### src/rtl/jedro_1_alu_arbiter.sv
// Two-port arbiter in front of the shared combinational jedro_1 ALU: one request in flight,
// registered ALU inputs, result returned on a valid/ready channel. Build macro: JEDRO_1_ALU_ARB_FIXED_PRIO_EN.
module jedro_1_alu_arbiter #(
   parameter int DATA_WIDTH = 32,
   parameter int OP_WIDTH   = 4,
   parameter int ID_WIDTH   = 3
) (
   input  logic                  clk_i,
   input  logic                  rstn_i,
   input  logic [1:0]            req_valid_i,
   output logic [1:0]            req_ready_o,
   input  logic [OP_WIDTH-1:0]   req_op0_i,
   input  logic [OP_WIDTH-1:0]   req_op1_i,
   input  logic [DATA_WIDTH-1:0] req_opa0_i,
   input  logic [DATA_WIDTH-1:0] req_opa1_i,
   input  logic [DATA_WIDTH-1:0] req_opb0_i,
   input  logic [DATA_WIDTH-1:0] req_opb1_i,
   input  logic [ID_WIDTH-1:0]   req_id0_i,
   input  logic [ID_WIDTH-1:0]   req_id1_i,
   output logic [OP_WIDTH-1:0]   alu_op_sel_o,
   output logic [DATA_WIDTH-1:0] alu_opa_o,
   output logic [DATA_WIDTH-1:0] alu_opb_o,
   input  logic [DATA_WIDTH-1:0] alu_res_i,
   output logic                  rsp_valid_o,
   input  logic                  rsp_ready_i,
   output logic                  rsp_port_o,
   output logic [ID_WIDTH-1:0]   rsp_id_o,
   output logic [DATA_WIDTH-1:0] rsp_data_o,
   output logic                  busy_o
);

   typedef enum logic [1:0] {IDLE, EXEC, RESP} state_t;

   state_t                  state_reg, state_next;
   logic                    last_grant_reg;
   logic [OP_WIDTH-1:0]     op_reg;
   logic [DATA_WIDTH-1:0]   opa_reg;
   logic [DATA_WIDTH-1:0]   opb_reg;
   logic [ID_WIDTH-1:0]     id_reg;
   logic                    port_reg;
   logic [DATA_WIDTH-1:0]   data_reg;

   logic                    grant_valid;
   logic                    grant_port;

   always_comb begin
      state_next  = state_reg;
      grant_valid = 1'b0;
      grant_port  = 1'b0;
      req_ready_o = 2'b00;
      case (state_reg)
         IDLE: begin
            if (req_valid_i == 2'b11) begin
`ifdef JEDRO_1_ALU_ARB_FIXED_PRIO_EN
               grant_port = 1'b0;
`else
               grant_port = ~last_grant_reg;
`endif
            end else begin
               grant_port = req_valid_i[1];
            end
            grant_valid = |req_valid_i;
            if (grant_valid) begin
               req_ready_o = grant_port ? 2'b10 : 2'b01;
               state_next  = EXEC;
            end
         end
         EXEC: state_next = RESP;
         RESP: begin
            if (rsp_ready_i) state_next = IDLE;
         end
         default: state_next = IDLE;
      endcase
   end

   // Issue registers feed the ALU directly and keep their value until the next grant.
   always_ff @(posedge clk_i or negedge rstn_i) begin
      if (!rstn_i) begin
         state_reg      <= IDLE;
         last_grant_reg <= 1'b1;
         op_reg         <= '0;
         opa_reg        <= '0;
         opb_reg        <= '0;
         id_reg         <= '0;
         port_reg       <= 1'b0;
         data_reg       <= '0;
      end else begin
         state_reg <= state_next;
         if (state_reg == IDLE && grant_valid) begin
            op_reg         <= grant_port ? req_op1_i  : req_op0_i;
            opa_reg        <= grant_port ? req_opa1_i : req_opa0_i;
            opb_reg        <= grant_port ? req_opb1_i : req_opb0_i;
            id_reg         <= grant_port ? req_id1_i  : req_id0_i;
            port_reg       <= grant_port;
            last_grant_reg <= grant_port;
         end
         if (state_reg == EXEC) data_reg <= alu_res_i;
      end
   end

   assign alu_op_sel_o = op_reg;
   assign alu_opa_o    = opa_reg;
   assign alu_opb_o    = opb_reg;
   assign rsp_valid_o  = (state_reg == RESP);
   assign rsp_port_o   = port_reg;
   assign rsp_id_o     = id_reg;
   assign rsp_data_o   = data_reg;
   assign busy_o       = (state_reg != IDLE);

endmodule

### config.mk
export PLATFORM = sky130hd
export DESIGN_NAME = jedro_1_alu_arbiter
export DESIGN_NICKNAME = d
export VERILOG_FILES = /design/src/rtl/jedro_1_alu_arbiter.sv
export SDC_FILE = /design/constraint.sdc
export NUM_CORES = 1
export LEC_CHECK = 0
export ABC_AREA = 1
export BUFFER_PORTS_ARGS = -buffer_cell sky130_fd_sc_hd__buf_4
export CORE_MARGIN = 3
export CORE_UTILIZATION = 46
export CTS_CLUSTER_SIZE = 10
export DETAILED_ROUTE_END_ITERATION = 8
export GPL_TIMING_DRIVEN = 0
export PLACE_DENSITY = 0.81
export SLEW_MARGIN = 20
export SYNTH_ARGS = -nofsm -noshare
export SYNTH_HDL_FRONTEND = slang
export SYNTH_SLANG_ARGS = --single-unit
### constraint.sdc
create_clock -name clk_i -period 1.95 [get_ports clk_i]
set_input_delay 0.39 -clock clk_i [delete_from_list [all_inputs] [get_ports clk_i]]
set_output_delay 0.39 -clock clk_i [all_outputs]
set_load 0.01 [all_outputs]
==> results of run 1 <==
## stage by stage
stage	hold slack (ns)	setup TNS [ns]	total power, mW
3_3_place_gp	0.451	-0.0671	10.3
3_5_place_dp	0.455	-0.0842	10.5
2_1_floorplan	0.0944	0	7.37
5_1_grt	0.219	0	13.4
4_1_cts	0.208	0	12.5
6_report	0.159	0	12.4
## power groups by stage
stage | logic [mW] | registers (mW) | clock network, mW
5_1_grt | 7.29 | 4.10 | 1.99
3_5_place_dp | 6.51 | 3.97 | 0
3_3_place_gp | 6.39 | 3.95 | 0
4_1_cts | 6.60 | 3.96 | 1.90
2_1_floorplan | 2.92 | 4.44 | 0
6_report | 6.60 | 3.97 | 1.86
## area by class of cell
| class | instances | area, um2 |
|---|---|---|
| fill | 989 | 3380 |
| multi-input combinational | 463 | 2080 |
| inverter | 147 | 552 |
| clock buffer | 10 | 239 |
| clock inverter | 6 | 65.1 |
| tap | 143 | 179 |
| timing repair buffer | 291 | 2190 |
| sequential | 107 | 2680 |
| buffer | 54 | 304 |
## worst min-delay path by stage
stage                               start                     endpoint  slack [ns]  depth (start not counted)
2_1_floorplan                      rstn_i  alu_op_sel_o[0]$_DFFE_PN0P_        0.09                          0
5_1_grt                       rsp_ready_i     state_reg[1]$_DFFE_PN0P_        0.22                          2
3_3_place_gp   last_grant_reg$_DFFE_PN1P_   last_grant_reg$_DFFE_PN1P_        0.45                          2
4_1_cts                            rstn_i    rsp_data_o[8]$_DFFE_PN0N_        0.21                          1
3_5_place_dp   last_grant_reg$_DFFE_PN1P_   last_grant_reg$_DFFE_PN1P_        0.46                          2
6_report                           rstn_i   rsp_data_o[14]$_DFFE_PN0N_        0.16                          1
## metal layers
metal  up-vias  wire [um]  part of all wire [%]  track usage [%]
met3        27       1430                   8.0             7.72
li1       2993          -                     -                -
met4         0        389                   2.2             7.35
met1      2669       7190                    40             32.6
met2       233       8960                    50             44.3
met5         -          0                     0                0
## what timing repair did
action | in CTS | in global routing
resized for setup | 7 | 10
pin swaps | 1 | 1
setup buffers | 3 | 2
setup endpoints to repair | 3 | 9
## cell families (layout without fill, tap and decap cells)
| kind of cell | count (synthesis) | in the layout | share of synthesized area, % |
|---|---|---|---|
| compound gates | 3 | 3 | 0.336 |
| flops | 107 | 107 | 47.9 |
| buf+inv | 203 | 508 | 15.1 |
| simple gates | 460 | 460 | 36.6 |
## worst max-delay path, cell delays in order, from the launching register on
cell and delay (ns):
sky130_fd_sc_hd__dfstp_2 0.56, sky130_fd_sc_hd__nand2_4 0.12, sky130_fd_sc_hd__buf_6 0.17, sky130_fd_sc_hd__a21oi_1 0.14
sky130_fd_sc_hd__buf_4 0.14
## Yosys cell counts (all sizes together)
| cell | count |
|---|---|
| dfrtp | 106 |
| nor2 | 2 |
| nand2 | 283 |
| o21ai | 2 |
| buf | 29 |
| nand3 | 104 |
| nand4 | 71 |
| clkbuf | 27 |
| dfstp | 1 |
| a21oi | 1 |
| inv | 146 |
| clkinv | 1 |
==> reports/metrics.csv, run 1 <==
stage,metric,value,unit
synth,netlist_area,0.00559,mm2
synth,mappedNetlistNets,952,
synth,synth_seq_cells,107,
global_routing,first_global_vias,5615,
routing,drt_wl_total,18.0,mm
routing,avgRoutedWirePerCell,14.7,um
sta,finalHoldViolCount,0,
power,leakage,5.01,nW
place,dp_hpwl,13.4,mm
routing,firstDrtPassIters,4,
power,comb_power_share,53.1,%
synth,avgSynthCellArea,7.23,um2
setup_path,timing.rr.start,state_reg[0]$_DFFE_PN0P_,
clock_network,clockRootBuffer,sky130_fd_sc_hd__clkbuf_16,
global_routing,grt_start_max_net_pins,108,
sta,max_clock_freq,0.535,GHz
floorplan,overall_die_area,0.0135,mm2
sta,timing_worst_slew_pin_value,0.962,ns
setup_path,critPathLaunchType,flop,
synth,netlist.top_cell.by_area,sky130_fd_sc_hd__dfrtp_1,
routing,avgViaCountPerCell,4.85,
floorplan,dieWidth,116,um
setup_path,r2r_end,alu_opb_o[17]$_DFFE_PN0P_,
power,share_of_power_burned_in_registers,31.9,%
clock_network,cts_max_path_buffers,2,
sta,rsz_0062_raised_after_global_routing,false,
setup_path,timing.setup.critical_path_class,reg2out,
flow_run,maximum_capacitance_violations,0,
sta,relSlewSlack,35.9,%
setup_path,critPathCaptureType,output port,
routing,route.vias.total,5922,
place,placement.io_buffers,286,
global_routing,grt_first_pass_wirelength,27.5,mm
clock_network,cts_hold_buffers,0,
setup_path,setup.worst_path.start,last_grant_reg$_DFFE_PN1P_,
layout,area.growth.synth_to_final,48.3,%
layout,layout-drive-gt1-share,31.4,%
routing,detailed_route_iter0_violations,461,
power,max-vdd-ir-drop,1070,uV
routing,postRouteAntennaNets,0,
global_routing,track_usage,26.1,%
sta,report.final.setup_viol,0,
power,p_sw_share,41.5,%
clock_network,cts.clk_slew.worst_paths,0.07,ns
clock_network,cts.htree.levels,3,
floorplan,pin_count,287,
setup_path,reg2reg_setup_slack,0.24,ns
layout,final_common_cell,sky130_fd_sc_hd__buf_4,
clock_network,cts_num_sinks,107,
place,placed_cells,1202,
power,power-per-cell-area,1500,mW/mm2
sta,timing.final.ws_setup,0.0801,ns
layout,share_of_the_core_filled_with_cells_in_the_final_layout,71.1,%
power,share_clk_of_total_power,14.9,%
layout,antennaDiodeCount,0,
synth,post_synth_num_cell_types,19,
layout,finalNonFillerCells,1221,
setup_path,critical_path_arrival,1.48,ns
min_path,min-delay-path-class,in2async,
layout,mostFrequentLayoutCells,"sky130_fd_sc_hd__buf_4, sky130_fd_sc_hd__nand2_1, sky130_fd_sc_hd__inv_1",
global_routing,grt_antenna_before_repair,0,
clock_network,tritoncts_clock_tree,built,
place,gp_congestion,0.810,
setup_path,critPathMaxFanout,10,
layout,num-nets-final,1252,
setup_path,end_point_of_the_critical_path,req_ready_o[0],
setup_path,rr_worst_depth,7,
sta,finalWorstPathRequiredPeriod,1.87,ns
sta,final_min_period_over_clock_period,95.9,%
place,detailedPlace.worstSlack,-0.0842,ns
floorplan,die_height,116,um
power,total_switching_power,5.16,mW
floorplan,floorplan.rows,39,
layout,postLayoutCellArea,0.00829,mm2
synth,netlist_top_cells_area,"sky130_fd_sc_hd__dfrtp_1, sky130_fd_sc_hd__nand2_1, sky130_fd_sc_hd__inv_1",
sta,drv_slew,0,
global_routing,overflow,0,
power,power.internal,7.26,mW
status,status,completed,
floorplan,core_region_area,0.0117,mm2
synth,yosys.area.top_type_share,47.5,%
synth,yosysWarnings,0,
floorplan,start_util,47.9,%
place,dpl-instance-area,0.00792,mm2
setup_path,worst-endpoint-required,1.56,ns
sta,clock_skew,0.00676,ns
clock_network,cts_buffers,9,
clock_network,clk_latency,0.35,ns
routing,route.detailed.drc,0,
synth,ys_seq_area_share,47.9,%
synth,post_synthesis_cells,773,
Power figures use the tool's default switching activity.
==> inputs of run 2 (changes only) <==
- CELL_PAD_IN_SITES_DETAIL_PLACEMENT: default -> 1
- CELL_PAD_IN_SITES_GLOBAL_PLACEMENT: default -> 1
- CORE_ASPECT_RATIO: default -> 2
- CORE_UTILIZATION: 46 -> 31
- PLACE_DENSITY: 0.81 -> default
- PLACE_DENSITY_LB_ADDON: default -> 0.1
==> run 2 against run 1 <==
Hold slack better by 0.10 ns. Die area rose by 46%. Core utilization down 23 points. Critical path type unchanged. Largest cell class unchanged.
==> reports/metrics.csv, run 2 (synthesis gave the netlist of run 1 again) <==
stage,metric,value,unit
status,status,completed,
min_path,hold_depth,2,
sta,finalWorstPathRequiredPeriod,1.87,ns
sta,finalHoldWorstSlack,0.261,ns
setup_path,reg2reg_setup_slack,0.22,ns
floorplan,core_region_area,0.0174,mm2
layout,mostFrequentLayoutCells,"sky130_fd_sc_hd__buf_4, sky130_fd_sc_hd__nand2_1, sky130_fd_sc_hd__inv_1",
setup_path,r2r_end,alu_op_sel_o[2]$_DFFE_PN0P_,
layout,antennaDiodeCount,0,
sta,drv_slew,0,
power,leakage,5.02,nW
clock_network,cts_buffers,9,
setup_path,timing.rr.start,state_reg[0]$_DFFE_PN0P_,
floorplan,floorplan.rows,68,
floorplan,pin_count,287,
routing,firstDrtPassIters,4,
place,gp_congestion,0.809,
setup_path,critPathCaptureType,output port,
floorplan,dieWidth,101,um
clock_network,cts.htree.levels,3,
global_routing,track_usage,21.7,%
setup_path,setup.worst_path.start,last_grant_reg$_DFFE_PN1P_,
layout,layout-drive-gt1-share,31.5,%
power,max-vdd-ir-drop,642,uV
place,placement.io_buffers,286,
sta,rsz_0062_raised_after_global_routing,true,
routing,postRouteAntennaNets,0,
clock_network,tritoncts_clock_tree,built,
routing,route.detailed.drc,0,
flow_run,maximum_capacitance_violations,0,
clock_network,cts_max_path_buffers,2,
min_path,hold_endpoint,state_reg[1]$_DFFE_PN0P_,
setup_path,critPathMaxFanout,10,
sta,clock_skew,0.0114,ns
min_path,worstHoldStart,rsp_ready_i,
place,dp_hpwl,16.3,mm
routing,avgViaCountPerCell,4.66,
sta,timing_worst_slew_pin_value,0.528,ns
min_path,min-delay-path-class,in2reg,
setup_path,timing.setup.critical_path_class,reg2out,
place,detailedPlace.worstSlack,-0.204,ns
routing,detailed_route_iter0_violations,148,
sta,timing.final.ws_setup,0.0751,ns
power,power-per-cell-area,1500,mW/mm2
clock_network,cts_num_sinks,107,
setup_path,worst-endpoint-required,1.56,ns
setup_path,critPathLaunchType,flop,
layout,final_common_cell,sky130_fd_sc_hd__buf_4,
layout,num-nets-final,1253,
global_routing,grt_first_pass_wirelength,33.8,mm
sta,final_min_period_over_clock_period,96.2,%
routing,route.vias.total,6011,
floorplan,overall_die_area,0.0198,mm2
routing,drt_wl_total,21.4,mm
global_routing,first_global_vias,6607,
floorplan,die_height,196,um
setup_path,rr_worst_depth,7,
layout,share_of_the_core_filled_with_cells_in_the_final_layout,48.3,%
clock_network,clockRootBuffer,sky130_fd_sc_hd__clkbuf_16,
global_routing,grt_antenna_before_repair,0,
routing,avgRoutedWirePerCell,16.6,um
setup_path,critical_path_arrival,1.48,ns
layout,area.growth.synth_to_final,50.7,%
global_routing,overflow,0,
sta,relSlewSlack,64.8,%
sta,max_clock_freq,0.533,GHz
floorplan,start_util,32.0,%
power,p_total,12.6,mW
sta,finalHoldViolCount,0,
global_routing,grt_start_max_net_pins,62,
clock_network,clk_latency,0.35,ns
sta,report.final.setup_viol,0,
clock_network,cts.clk_slew.worst_paths,0.08,ns
run 2: cell count changes in the layout (fill, tap and decap cells not counted), moves of 2 or more:
cell / before / now
sky130_fd_sc_hd__clkinv_2: 2 / 0
sky130_fd_sc_hd__buf_6: 12 / 10
sky130_fd_sc_hd__buf_1: 5 / 8
sky130_fd_sc_hd__clkinvlp_4: 1 / 3
sky130_fd_sc_hd__clkbuf_1: 23 / 20
run 2: per-layer routing:
layer / share of wire [%] / vias up / GRT usage, %
li1: - / 2984 / -
met1: 35 / 2805 / 23.2
met2: 55 / 190 / 40.2
met3: 6.6 / 32 / 5.16
met4: 3.2 / 0 / 8.19
met5: 0 / - / 0
run 2: power by group:
group	total (mW)	switching, mW	internal, mW
registers	3.97	0.622	3.35
clock network	1.94	0.868	1.07
logic	6.70	3.82	2.88
total	12.6	5.31	7.30
run 2: worst max path at each step:
stage               slack [ns]              to
floorplan                 0.39  req_ready_o[1]
global placement         -0.16  req_ready_o[1]
detailed placement       -0.20  req_ready_o[1]
CTS                     0.0007  req_ready_o[1]
global route             -0.02  req_ready_o[1]
finish                    0.08  req_ready_o[0]
run 2: layout make-up:
class	count	area (um2)
buffer	54	304
clock buffer	11	253
clock inverter	5	61.3
fill	2226	9020
inverter	147	552
multi-input combinational	463	2090
sequential	107	2680
tap	210	263
timing repair buffer	292	2220
run 2: timing repair:
item,CTS,global route
hold endpoints to repair,45,0
hold buffers,1,0
pin swaps,0,1
buffers inserted,4,0
gates resized for setup,11,10
endpoints found under the setup margin,3,60
gates cloned,0,0
run 2: through the flow:
step	cells	area [um2]	TNS, ns
floorplan	773	5590	0
global placement	1269	8000	-0.240
detailed placement	1270	8030	-0.300
CTS	1290	8420	0
global route	1289	8420	-0.0162
finish	1289	8420	0
run 2: worst max-delay path, stage by stage (launching register included):
cell and delay [ns]:
sky130_fd_sc_hd__dfstp_2 0.59, sky130_fd_sc_hd__nand2_8 0.11, sky130_fd_sc_hd__buf_6 0.16, sky130_fd_sc_hd__a21oi_2 0.13
sky130_fd_sc_hd__buf_4 0.13
